**src/rtl/pll_reset_gen.sv**
```systemverilog
// Holds downstream logic in reset until the PLL lock flag has been stable long enough.
// Define PLL_RESET_LOSS_CNT_EN to enable the saturating filtered lock-loss counter on loss_count.
module pll_reset_gen #(
    parameter int unsigned HOLD_CYCLES = 1024,
    parameter int unsigned SYNC_STAGES = 2,
    parameter int unsigned LOSS_FILTER = 4
) (
    input  logic       clock,
    input  logic       reset,
    input  logic       locked,
    input  logic       sw_reset_req,
    output logic       reset_out,
    output logic       ready,
    output logic [1:0] state,
    output logic [7:0] loss_count
);

    typedef enum logic [1:0] {
        StWaitLock = 2'd0,
        StHold     = 2'd1,
        StRun      = 2'd2
    } state_e;

    localparam logic [15:0] HoldLast  = 16'(HOLD_CYCLES - 1);
    localparam logic [7:0]  LossLimit = 8'(LOSS_FILTER);

    state_e                 state_q, state_d;
    logic [SYNC_STAGES-1:0] sync_q;
    logic                   locked_s;
    logic [15:0]            hold_cnt_q, hold_cnt_d;
    logic [7:0]             loss_cnt_q, loss_cnt_d;
    logic                   filtered_loss;
    logic                   reset_out_q, ready_q;

    always_ff @(posedge clock) begin
        if (reset) begin
            sync_q <= '0;
        end else begin
            sync_q <= {sync_q[SYNC_STAGES-2:0], locked};
        end
    end

    assign locked_s = sync_q[SYNC_STAGES-1];

    always_comb begin
        state_d       = state_q;
        hold_cnt_d    = hold_cnt_q;
        loss_cnt_d    = 8'd0;
        filtered_loss = 1'b0;
        case (state_q)
            StHold: begin
                if (sw_reset_req || !locked_s) begin
                    state_d = StWaitLock;
                end else if (hold_cnt_q >= HoldLast) begin
                    state_d = StRun;
                end else begin
                    hold_cnt_d = hold_cnt_q + 16'd1;
                end
            end
            StRun: begin
                // Loss counter only runs across consecutive low samples; any high sample clears it.
                if (!locked_s) begin
                    loss_cnt_d = (loss_cnt_q < LossLimit) ? loss_cnt_q + 8'd1 : loss_cnt_q;
                    filtered_loss = (loss_cnt_d >= LossLimit);
                end
                if (sw_reset_req || filtered_loss) begin
                    state_d = StWaitLock;
                end
            end
            default: begin
                // Also catches the unreachable encoding 3.
                hold_cnt_d = 16'd0;
                state_d    = locked_s ? StHold : StWaitLock;
            end
        endcase
    end

    always_ff @(posedge clock) begin
        if (reset) begin
            state_q     <= StWaitLock;
            hold_cnt_q  <= 16'd0;
            loss_cnt_q  <= 8'd0;
            reset_out_q <= 1'b1;
            ready_q     <= 1'b0;
        end else begin
            state_q     <= state_d;
            hold_cnt_q  <= hold_cnt_d;
            loss_cnt_q  <= loss_cnt_d;
            reset_out_q <= (state_d != StRun);
            ready_q     <= (state_d == StRun);
        end
    end

    assign reset_out = reset_out_q;
    assign ready     = ready_q;
    assign state     = state_q;

`ifdef PLL_RESET_LOSS_CNT_EN
    logic [7:0] loss_count_q;

    always_ff @(posedge clock) begin
        if (reset) begin
            loss_count_q <= 8'd0;
        end else if (filtered_loss && (loss_count_q != 8'hff)) begin
            loss_count_q <= loss_count_q + 8'd1;
        end
    end

    assign loss_count = loss_count_q;
`else
    assign loss_count = 8'd0;
`endif

endmodule

```
**config.mk**
```make
export PLATFORM = sky130hd
export DESIGN_NAME = pll_reset_gen
export DESIGN_NICKNAME = d
export VERILOG_FILES = /design/src/rtl/pll_reset_gen.sv
export SDC_FILE = /design/constraint.sdc
export NUM_CORES = 1
export LEC_CHECK = 0
export CAP_MARGIN = 40
export CORE_MARGIN = 8
export CORE_UTILIZATION = 49
export CTS_CLUSTER_DIAMETER = 80
export CTS_CLUSTER_SIZE = 14
export DETAILED_ROUTE_END_ITERATION = 12
export GPL_ROUTABILITY_DRIVEN = 1
export HOLD_SLACK_MARGIN = 0.03
export PLACE_DENSITY = 0.71
export RECOVER_POWER = 50
export SYNTH_ARGS = -nofsm -noshare
export SYNTH_HDL_FRONTEND = slang
export SYNTH_SLANG_ARGS = --single-unit
```
**constraint.sdc**
```tcl
create_clock -name clock -period 4 [get_ports clock]
set_input_delay 0.4 -clock clock [delete_from_list [all_inputs] [get_ports clock]]
set_output_delay 0.4 -clock clock [all_outputs]
set_load 0.05 [all_outputs]
```
# After elaboration in Yosys (flattened, before gate mapping)
# Index checks and enable logic that the tools add are counted.
# W data, S select, Z words.
dict set report totals {
  register_bits 30
  inputBits 4
  word_cells 34
}
dict set report classes {
  add_sub_neg 2
  order_cmp 3
  eq_ne 6
  n_mux 11
  bitwise 1
  n_reduce_logical 5
}
# cell count
set ops {}
lappend ops {{$mux W16} 2}
lappend ops {{$pmux W16 S2} 1}
lappend ops {{$add A16 B1 Y16 const B} 1}
lappend ops {{$ge A16 B10 Y1 const B} 1}
lappend ops {{$add A8 B1 Y8 const B} 1}
lappend ops {{$ge A8 B3 Y1 const B} 1}
lappend ops {{$lt A8 B3 Y1 const B} 1}
lappend ops {{$mux W8} 1}
lappend ops {{$mux W2} 3}
lappend ops {{$ne A2 B2 Y1 const B} 3}
lappend ops {{$eq A2 B2 Y1 const B} 2}
lappend ops {{$pmux W2 S2} 1}
lappend ops {{$mux W1} 3}
lappend ops {{$reduce_and A3 Y1} 1}
lappend ops {{$reduce_or A3 Y1} 1}
lappend ops {{$eq A2 B1 Y1 const B} 1}
lappend ops {{$logic_or A1 B1 Y1} 2}
lappend ops {{$logic_not A1 Y1} 1}
lappend ops {{$not A1 Y1} 1}

# Depth between registers and ports, before layout
# Gate-level depths: netlist (run 1).
dict set report depth {
  depth_word 9
  depth_mapped 8
}

# Least setup slack after synthesis (run 1)
# OpenSTA, ideal clock, no wires.
dict set report synth_timing {
  path_kind {register to register}
  from {register state_q[0], in the netlist state[0]}
  to {register hold_cnt_q[7]}
  setup_time_ns 0.070
  t_arrival_ns 2.142
  t_required_ns 3.930
  setup_slack_ns 1.788
  stages_incl_launch_ff 8
  n_path_buf 1
  period_less_slack_ns 2.212
  cell_sequence {dfxtp_1 > inv_1 > ha_1 > buf_4 > nor3b_2 > a31oi_2 > or4_1 > a21oi_1}
}
dict set report synth_via {
  elab_chain_cells 3
  word_cells_on_any_way 7
}
# element line_no
set synth_lines {}
lappend synth_lines {{start: declaration} 27} ;# state_e state_q, state_d;
lappend synth_lines {{start signal: assignment} 80} ;# state_q <= StWaitLock;
lappend synth_lines {{start signal: assignment} 86} ;# state_q <= state_d;
lappend synth_lines {{$eq A2 B1 Y1 or $eq A2 B2 Y1 (tied branches)} 50} ;# case (state_q)
lappend synth_lines {{$ne A2 B2 Y1 (no line) or $not A1 Y1 (tied branches)} --}
lappend synth_lines {{$reduce_and A3 Y1 (no line)} --}
lappend synth_lines {{end signal: assignment} 87} ;# hold_cnt_q <= hold_cnt_d;
lappend synth_lines {{end: declaration} 30} ;# logic [15:0] hold_cnt_q, hold_cnt_d;
# Parallel ways exist; a longest one is shown, timed or not.
# A chain may end at the register's enable or synchronous reset.

# Worst setup path in the final report (run 1)
dict set report layout_timing {
  from {register state_q[0], in the netlist state[0]}
  to {register hold_cnt_q[3]}
}
# Same word-level chain as after synthesis.

==> run metrics, run 1 <==
post-route setup TNS 0 ns; die height just over 70 um; Num CTS Buffers 5; I/O Buffers 7; Syn-to-layout area delta 7.34%; top-area cell type share of the netlist area between 40% and 50%; leakage power a little under 0.6 nW; Diodes inserted 0; CTS hold repair buffers 0; max cap viols 0; io pins 16; final worst slack roughly 1.8 ns; GRT Util Overall 11.3%; Die Width just over 70 um; FFs w/ async S/R, synth 0%; core outline area roughly 2800 um^2; pwr/cell area approximately 330 nW/um^2; ys flop type dfxtp_1; FP Rows 19; RSZ-0062 raised after global routing no; most common cell after layout, fill and taps aside dfxtp_1; critical path type flip-flop to flip-flop; CTS Buffer Depth 2; Post-synth EDFFs 0; multi-input logic area approximately 770 um^2; worst slew pin tran approximately 0.63 ns; Avg WL per Cell about 15 um; clock root buffer clkbuf_4; Post-CTS Setup Inserts 0; Detailed Route Iter0 Violations ~100; Syn Area/Cell approximately 9.7 um^2; clk slew on worst S/H paths roughly 0.080 ns; Seq/Total Area, Yosys 41.5%; vias in the first global route 1,075; Avg Vias per Cell about 6; final wirelength ~2700 um; Hold Vio Cnt, Final 0; Worst EP arrival around 2.5 ns; Post-Syn Area roughly 1400 um^2; GPL Wtd Cong slightly above 0.8; crit share post-route 54.9%; TritonCTS clock tree built; post-route ant nets 0; Clock Skew about 0.0019 ns; htree depth 2; area leader, netlist dfxtp_1; Post-Place Worst Slack 1.79 ns; GRT Residual Overflow 0; initial antenna violation count 0; Worst VDD drop ~240 uV; HP Class flip-flop to flip-flop; post-synth cell types just under 50; CP Launch Type flip-flop; Warnings, synthesis 0; Initial Util a little over half; Slew HR approximately 58%; Synth Instances 149; Post-route DRC 0; maximum fanout along the worst path 11; Crit path required time around 4.3 ns; die area approximately 5000 um^2; CP endpoint kind flip-flop; most frequent cells in the layout dfxtp_1 (30), nor2_1 (11), conb_1 (8), nand3_1 (7); # fillers approximately 260; hpwl dp around 2000 um; crit path time final ~2.2 ns; R2R Setup Slk approximately 1.8 ns; hold depth 1; Final nets 166; run status finished clean; FF+latch count, synth 30; Clk Latency, worst-skew pair about 0.32 ns; clock sinks 30; share of layout cells above drive strength 1 about 12%; first-pass GRT wire length about 4600 um; top post-synthesis cells by area dfxtp_1 (41%), buf_4 (4.7%), ha_1 (3.5%); final setup vio count 0; Slew Limit Fails 0; TritonRoute pass-1 iters 4; post_cts resized 0; Achievable Freq 455 MHz; largest net degree at the start of global routing 13; reg2reg path depth 6; via count 1,137; register area between 600 and 700 um^2
registers in the layout, summed over array words and instances, names as in the netlist:
name        cells
sync_q          2
ready           1
loss_cnt_q      8
reset_out       1
hold_cnt_q     16
state           2
path summary, 6_finish.rpt:
path                                           start                         end
worst max register to register   state[0]$_SDFF_PP0_  hold_cnt_q[3]$_SDFFE_PP0P_
worst min-delay path            sync_q[0]$_SDFF_PP0_        sync_q[1]$_SDFF_PP0_
worst max-delay path             state[0]$_SDFF_PP0_  hold_cnt_q[3]$_SDFFE_PP0P_
worst min register to register  sync_q[0]$_SDFF_PP0_        sync_q[1]$_SDFF_PP0_
per-stage QoR:
step | utilization [%] | hold WS (ns) | instance area, um^2 | total power [mW] | instances
finish | 55.9 | 0.447 | 1560 | 0.512 | 188
global route | 55.9 | 0.468 | 1560 | 0.531 | 188
CTS | 55.9 | 0.452 | 1560 | 0.518 | 188
detailed placement | 54.1 | 0.428 | 1500 | 0.345 | 182
global placement | 54.1 | 0.426 | 1500 | 0.345 | 182
floorplan | - | 0.414 | 1480 | 0.344 | 156
final cells by class:
type	count	area share (%)
Inverter	6	1.45
Multi-Input combinational cell	108	49.6
Sequential cell	30	38.6
Timing Repair Buffer	7	4.51
Clock buffer	6	3.30
Tap cell	31	2.49
cells in the mapped netlist, types with 3 or more instances:
library cell / count
dfxtp_1: 30
nor2_1: 11
buf_4: 9
nand3_1: 7
and3_1: 6
inv_1: 6
nand2_1: 6
and2_1: 5
o41ai_1: 5
a21oi_1: 4
ha_1: 4
nor4_1: 4
or4_1: 4
nor2b_1: 3
critical path, stage by stage, from the launching register on:
cell and delay [ns]:
dfxtp_1 0.44, inv_1 0.07, ha_1 0.31, nor3b_2 0.27, nand3_1 0.32, or4_1 0.59, a21oi_1 0.14
cells by family (layout without fill, tap and decap cells):
group	Yosys count	after routing	share of synthesized area [%]
AO/OA/AOI/OAI	30	30	17.4
multiplexers	2	2	1.38
AND/OR/NAND/NOR	63	63	28.3
other	1	8	0.259
adder cells (fa/ha/maj)	4	4	3.45
flip-flops	30	30	41.5
buffers and inverters	18	19	7.08
XOR/XNOR	1	1	0.605
where the power goes:
group	internal, mW	switching [mW]
Sequential	0.300	0.00184
Combinational	0.00792	0.0291
Clock	0.0790	0.0938
Total	0.387	0.125
layer usage:
| metal | GRT usage, % | share of wire [%] |
|---|---|---|
| met5 | 0 | 0 |
| met4 | 5.80 | 1.6 |
| met3 | 6.36 | 7.5 |
| met2 | 18.1 | 44 |
| met1 | 11.5 | 46 |
No activity file was read; power rests on OpenSTA's default activity.
==> inputs of run 2 (changes only) <==
==> constraint.sdc (replaced) <==
create_clock -name clock -period 2.1 [get_ports clock]
set_input_delay 0.21 -clock clock [delete_from_list [all_inputs] [get_ports clock]]
set_output_delay 0.21 -clock clock [all_outputs]
set_load 0.05 [all_outputs]
==> run 2 against run 1 <==
Routed wire length is 2.2% higher; sequential cell count unchanged; sequential power rose by 90%; total power up 98%; highest routed layer unchanged; via count is 0.35% higher; clock-buffer cell count stayed put; maximum frequency increased by 14%; core utilization up 1.3 points; combinational power increased by 98%; final area grew 2.3%; sequential share of layout area down 0.72 points; largest cell class unchanged.
==> run metrics, run 2 (synthesis results as in run 1) <==
run status finished clean; Slew HR a little under three fifths; die area between 4000 and 5000 um^2; CTS hold repair buffers 0; crit path time final about 1.9 ns; GPL Wtd Cong 0.880; final wirelength about 2800 um; Hold Vio Cnt, Final 0; io pins 16; Slowest Stage Delay on Critical Path roughly 0.55 ns; most frequent cells in the layout dfxtp_1 (28), nor2_1 (10), conb_1 (8), nand3_1 (7); TritonCTS clock tree built; Avg WL per Cell approximately 15 um; hpwl dp around 2200 um; CTS Buffer Depth 2; FP Rows 19; HP Class input port to flip-flop; power share of the sequential group between 50% and 60%; CP max stage cell or4_1; # fillers between 200 and 300; Pwr Total slightly above 1 mW; Comb power frac 7.2%; Diodes inserted 0; Worst EP arrival about 2.2 ns; post-route ant nets 0; placed instance area around 1500 um^2; Initial Util roughly 52%; largest net degree at the start of global routing 13; Worst VDD drop about 550 uV; critical path type flip-flop to flip-flop; worst-path cell chain inv_1 > ha_1 > nor3b_2 > nand3_1 > or4_1 > a21oi_1; Die Width just over 70 um; die height slightly above 70 um; GRT Residual Overflow 0; Avg Vias per Cell about 6; clock power share a little over a third; cell internal pwr 749 uW; Sw Ratio between 20% and 30%; crit share post-route between 90% and 100%; Detailed Route Iter0 Violations a little under 50; vias in the first global route roughly 1,100; share of layout cells above drive strength 1 ~16%; worst slew pin tran between 0.6 and 0.7 ns; post-route cell area approximately 1600 um^2; initial antenna violation count 0; Final nets ~170; flip-flop count of the largest register after layout 16; Top Registers hold_cnt_q x16, loss_cnt_q x8; clk slew on worst S/H paths approximately 0.10 ns; core outline area approximately 2800 um^2; htree depth 2; pwr/cell area between 600 and 700 nW/um^2; first-pass GRT wire length between 5000 and 6000 um; clock root buffer clkbuf_4; maximum fanout along the worst path 6; Slew Limit Fails 0; Post-CTS Setup Inserts 0; CP endpoint kind flip-flop; max cap viols 0; most common cell after layout, fill and taps aside dfxtp_1; I/O Buffers 7; CP Launch Type flip-flop; GRT Util Overall between 10% and 20%; post-route setup TNS 0 ns; Achievable Freq around 520 MHz; RSZ-0062 raised after global routing no; leakage power a little over 0.6 nW; Num CTS Buffers 5; Syn-to-layout area delta 9.84%; Clk Latency, worst-skew pair 0.32 ns; Clock Skew between 0.004 and 0.005 ns; Crit path required time 2.36 ns; TritonRoute pass-1 iters 4; via count approximately 1,100; Largest Register hold_cnt_q; final setup vio count 0; Post-route DRC 0; switching power 262 uW; clock sinks 30
[run 2: through the flow]
step           instances  hold slack [ns]  setup slack [ns]  util (%)
2_1_floorplan        156            0.338            0.0877         -
3_3_place_gp         185            0.424             0.219      55.0
3_5_place_dp         185            0.446             0.130      55.0
4_1_cts              193            0.426             0.104      57.3
5_1_grt              193            0.432            0.0135      57.2
6_report             193            0.441             0.176      57.2
[run 2: path summary, 6_finish.rpt]
check	startpoint	to	slack [ns]	cells past startpoint
min	locked	sync_q[0]$_SDFF_PP0_	0.44	2
max	state[0]$_SDFF_PP0_	hold_cnt_q[3]$_SDFFE_PP0P_	0.18	6
min reg2reg	sync_q[0]$_SDFF_PP0_	sync_q[1]$_SDFF_PP0_	0.46	1
max reg2reg	state[0]$_SDFF_PP0_	hold_cnt_q[3]$_SDFFE_PP0P_	0.18	6
[run 2: layout make-up]
cell class                 instances  area, um^2  share of cell area (%)
multi-input combinational        108         774                    48.7
sequential                        30         603                    37.9
timing repair buffer              10        88.8                    5.58
clock buffer                       6        51.3                    3.22
tap                               31        38.8                    2.44
inverter                           6        22.5                    1.42
clock inverter                     2        12.5                   0.786
[run 2: worst max-delay path, delay by kind of cell, from the launching register on]
kind | cells | cell delay (ns)
simple gates | 3 | 1.02
compound gates | 1 | 0.15
fa+ha+maj | 1 | 0.26
buf+inv | 1 | 0.06
flops | 1 | 0.39
[run 2: timing repair]
item                                    in CTS  in global routing
hold endpoints to repair                     0                  0
endpoints found under the setup margin       0                  1
resized for setup                            0                  1
[run 2: power by group through the flow]
stage	registers [mW]	clock network, mW	logic, mW
global placement	0.588	0	0.0716
finish	0.575	0.362	0.0732
CTS	0.575	0.378	0.0735
global route	0.576	0.400	0.0786
floorplan	0.591	0	0.0653
detailed placement	0.588	0	0.0734
[run 2: routing by layer]
| metal | track usage [%] | vias to the layer above | share of wire, % |
|---|---|---|---|
| li1 | - | 572 | - |
| met1 | 14.2 | 533 | 47 |
| met2 | 18.8 | 30 | 45 |
| met3 | 6.07 | 6 | 7.0 |
| met4 | 5.13 | 0 | 1.5 |
| met5 | 0 | - | 0 |
==> inputs of run 3 (changes only) <==
--- a/config.mk
+++ b/config.mk
@@ -8,6 +8,7 @@
 export CAP_MARGIN = 40
 export CORE_MARGIN = 8
 export CORE_UTILIZATION = 49
+export CTS_BUF_LIST = sky130_fd_sc_hd__clkbuf_8
 export CTS_CLUSTER_DIAMETER = 80
 export CTS_CLUSTER_SIZE = 14
 export DETAILED_ROUTE_END_ITERATION = 12
==> run 3 against run 2 <==
Clock-buffer cell count did not move; total power is 12% higher; maximum frequency rose by 0.14%; die area is the same; worst hold slack improved by 0.021 ns; core utilization up 0.94 points; global-route usage is 0.50 points higher; via count rose by 1.4%; sequential power barely moved; sequential cell count is the same; sequential share of layout area shrank 0.62 points; register-to-register slack is essentially flat; largest power group unchanged.
==> run metrics, run 3 (synthesis results as in run 1) <==
run status finished clean; core outline area 2780 um^2; Critical path buffers and inverters 1; hpwl dp about 2200 um; Initial Util a little over half; post-route ant nets 0; CP Depth 6; power share of the sequential group between 50 and 60%; Avg Vias per Cell ~6.0; htree depth 2; GRT Residual Overflow 0; final setup vio count 0; TritonRoute pass-1 iters 4; Die Width 70.4 um; hold depth 1; CP max stage cell or4_1; max cap viols 0; share of layout cells above drive strength 1 between 10% and 20%; FP Rows 19; first-pass GRT wire length a little over 5000 um; Post-route DRC 0; clk slew on worst S/H paths approximately 0.070 ns; Slew HR 55.1%; I/O Buffers 7; Clock Skew between 0.003 and 0.004 ns; Avg WL per Cell about 15 um; Finished Core Util 58.2%; pwr/cell area between 700 and 800 nW/um^2; TritonCTS clock tree built; Slew Limit Fails 0; Diodes inserted 0; final wirelength 2960 um; global route hottest layer met2; Num CTS Buffers 5; worst r2r src state[0]$_SDFF_PP0_; Final nets roughly 170; RSZ-0062 raised after global routing no; # fillers 249; leakage power between 0.6 and 0.7 nW; most frequent cells in the layout dfxtp_1 (28), nor2_1 (10), conb_1 (8), nand3_1 (7); initial antenna violation count 0; met3 Usage GRT between 5 and 6%; Crit path required time 2.32 ns; die area between 4000 and 5000 um^2; GRT met2 Usage about a fifth; die height about 70 um; Hold Startpoint sync_q[0]$_SDFF_PP0_; cell internal pwr between 800 and 900 uW; CP endpoint kind flip-flop; flip-flop count of the largest register after layout 16; GPL Wtd Cong 0.880; CP Launch Type flip-flop; critical path type flip-flop to flip-flop; via count between 1,000 and 1,500; largest net degree at the start of global routing 13; worst-path cell chain inv_1 > ha_1 > nor3b_2 > nand3_1 > or4_1 > a21oi_1; io pins 16; Crit. Startpoint state[0]$_SDFF_PP0_; Worst EP arrival around 2.1 ns; Top Registers hold_cnt_q x16, loss_cnt_q x8; maximum fanout along the worst path 6; Clk Latency, worst-skew pair 0.29 ns; Largest Register hold_cnt_q; placed instance area about 1500 um^2; most common cell after layout, fill and taps aside dfxtp_1; clock power share a little over two fifths; crit path time final ~1.9 ns; Top delay family on crit path simple AND/OR/NAND/NOR gates; vias in the first global route around 1,100; Post-CTS Setup Inserts 0; HP Class flip-flop to flip-flop; post-route cell area between 1500 and 2000 um^2; post-route setup TNS 0 ns; switching power roughly 280 uW; Sw Ratio between 20% and 30%; worst slew pin tran approximately 0.67 ns; clock root buffer clkbuf_8; Slowest Stage Delay on Critical Path 0.55 ns; crit share post-route 91.5%; CTS Buffer Depth 2; met1 GRT Util 14.9%; Syn-to-layout area delta 11.7%; Achievable Freq about 520 MHz; Detailed Route Iter0 Violations around 70; GRT Util Overall about 13%; final worst slack between 0.15 and 0.2 ns; reg2reg path depth 6; Hold Vio Cnt, Final 0; clock sinks 30; Worst VDD drop roughly 430 uV; Comb power frac about 6.5%; Post-Place Worst Slack ~0.13 ns
run 3: cell types whose count changed in the layout (fill, tap and decap cells not counted):
cell | before | now
clkbuf_4 | 5 | 0
clkbuf_8 | 1 | 6
and2_0 | 1 | 0
and2_1 | 4 | 5
clkdlybuf4s50_1 | 4 | 3
dlygate4sd3_1 | 3 | 4
o31ai_1 | 2 | 3
o31ai_2 | 1 | 0
run 3: timing repair:
action / 4_1_cts / 5_1_grt
hold buffers: 0 / 0
endpoints found under the setup margin: 0 / 1
resized for setup: 0 / 1
run 3: power by group through the flow:
stage | Clock [mW] | Sequential, mW | Combinational, mW
floorplan | 0 | 0.591 | 0.0653
global placement | 0 | 0.588 | 0.0716
detailed placement | 0 | 0.588 | 0.0734
CTS | 0.497 | 0.575 | 0.0737
global route | 0.517 | 0.575 | 0.0785
finish | 0.486 | 0.575 | 0.0733
run 3: worst paths after layout:
kind	end	slack [ns]
max	hold_cnt_q[3]$_SDFFE_PP0P_	0.18
min	sync_q[1]$_SDFF_PP0_	0.46
max reg2reg	hold_cnt_q[3]$_SDFFE_PP0P_	0.18
min reg2reg	sync_q[1]$_SDFF_PP0_	0.46
run 3: final cells by class:
| cell class | count | area [um^2] | area share, % |
|---|---|---|---|
| Clock buffer | 6 | 82.6 | 5.10 |
| Clock inverter | 2 | 12.5 | 0.773 |
| Inverter | 6 | 22.5 | 1.39 |
| Multi-Input combinational cell | 108 | 769 | 47.6 |
| Sequential cell | 30 | 603 | 37.3 |
| Tap cell | 31 | 38.8 | 2.40 |
| Timing Repair Buffer | 10 | 88.8 | 5.49 |
run 3: through the flow:
| stage | hold slack [ns] | total power, mW | std cells |
|---|---|---|---|
| floorplan | 0.338 | 0.656 | 156 |
| global placement | 0.424 | 0.659 | 185 |
| detailed placement | 0.446 | 0.661 | 185 |
| CTS | 0.460 | 1.15 | 193 |
| global route | 0.463 | 1.17 | 193 |
| finish | 0.462 | 1.13 | 193 |
run 3: per-layer routing:
metal	routed length, um	part of all wire [%]
met1	1350	45
met4	64	2.2
met3	235	7.9
met5	0	0
met2	1320	44
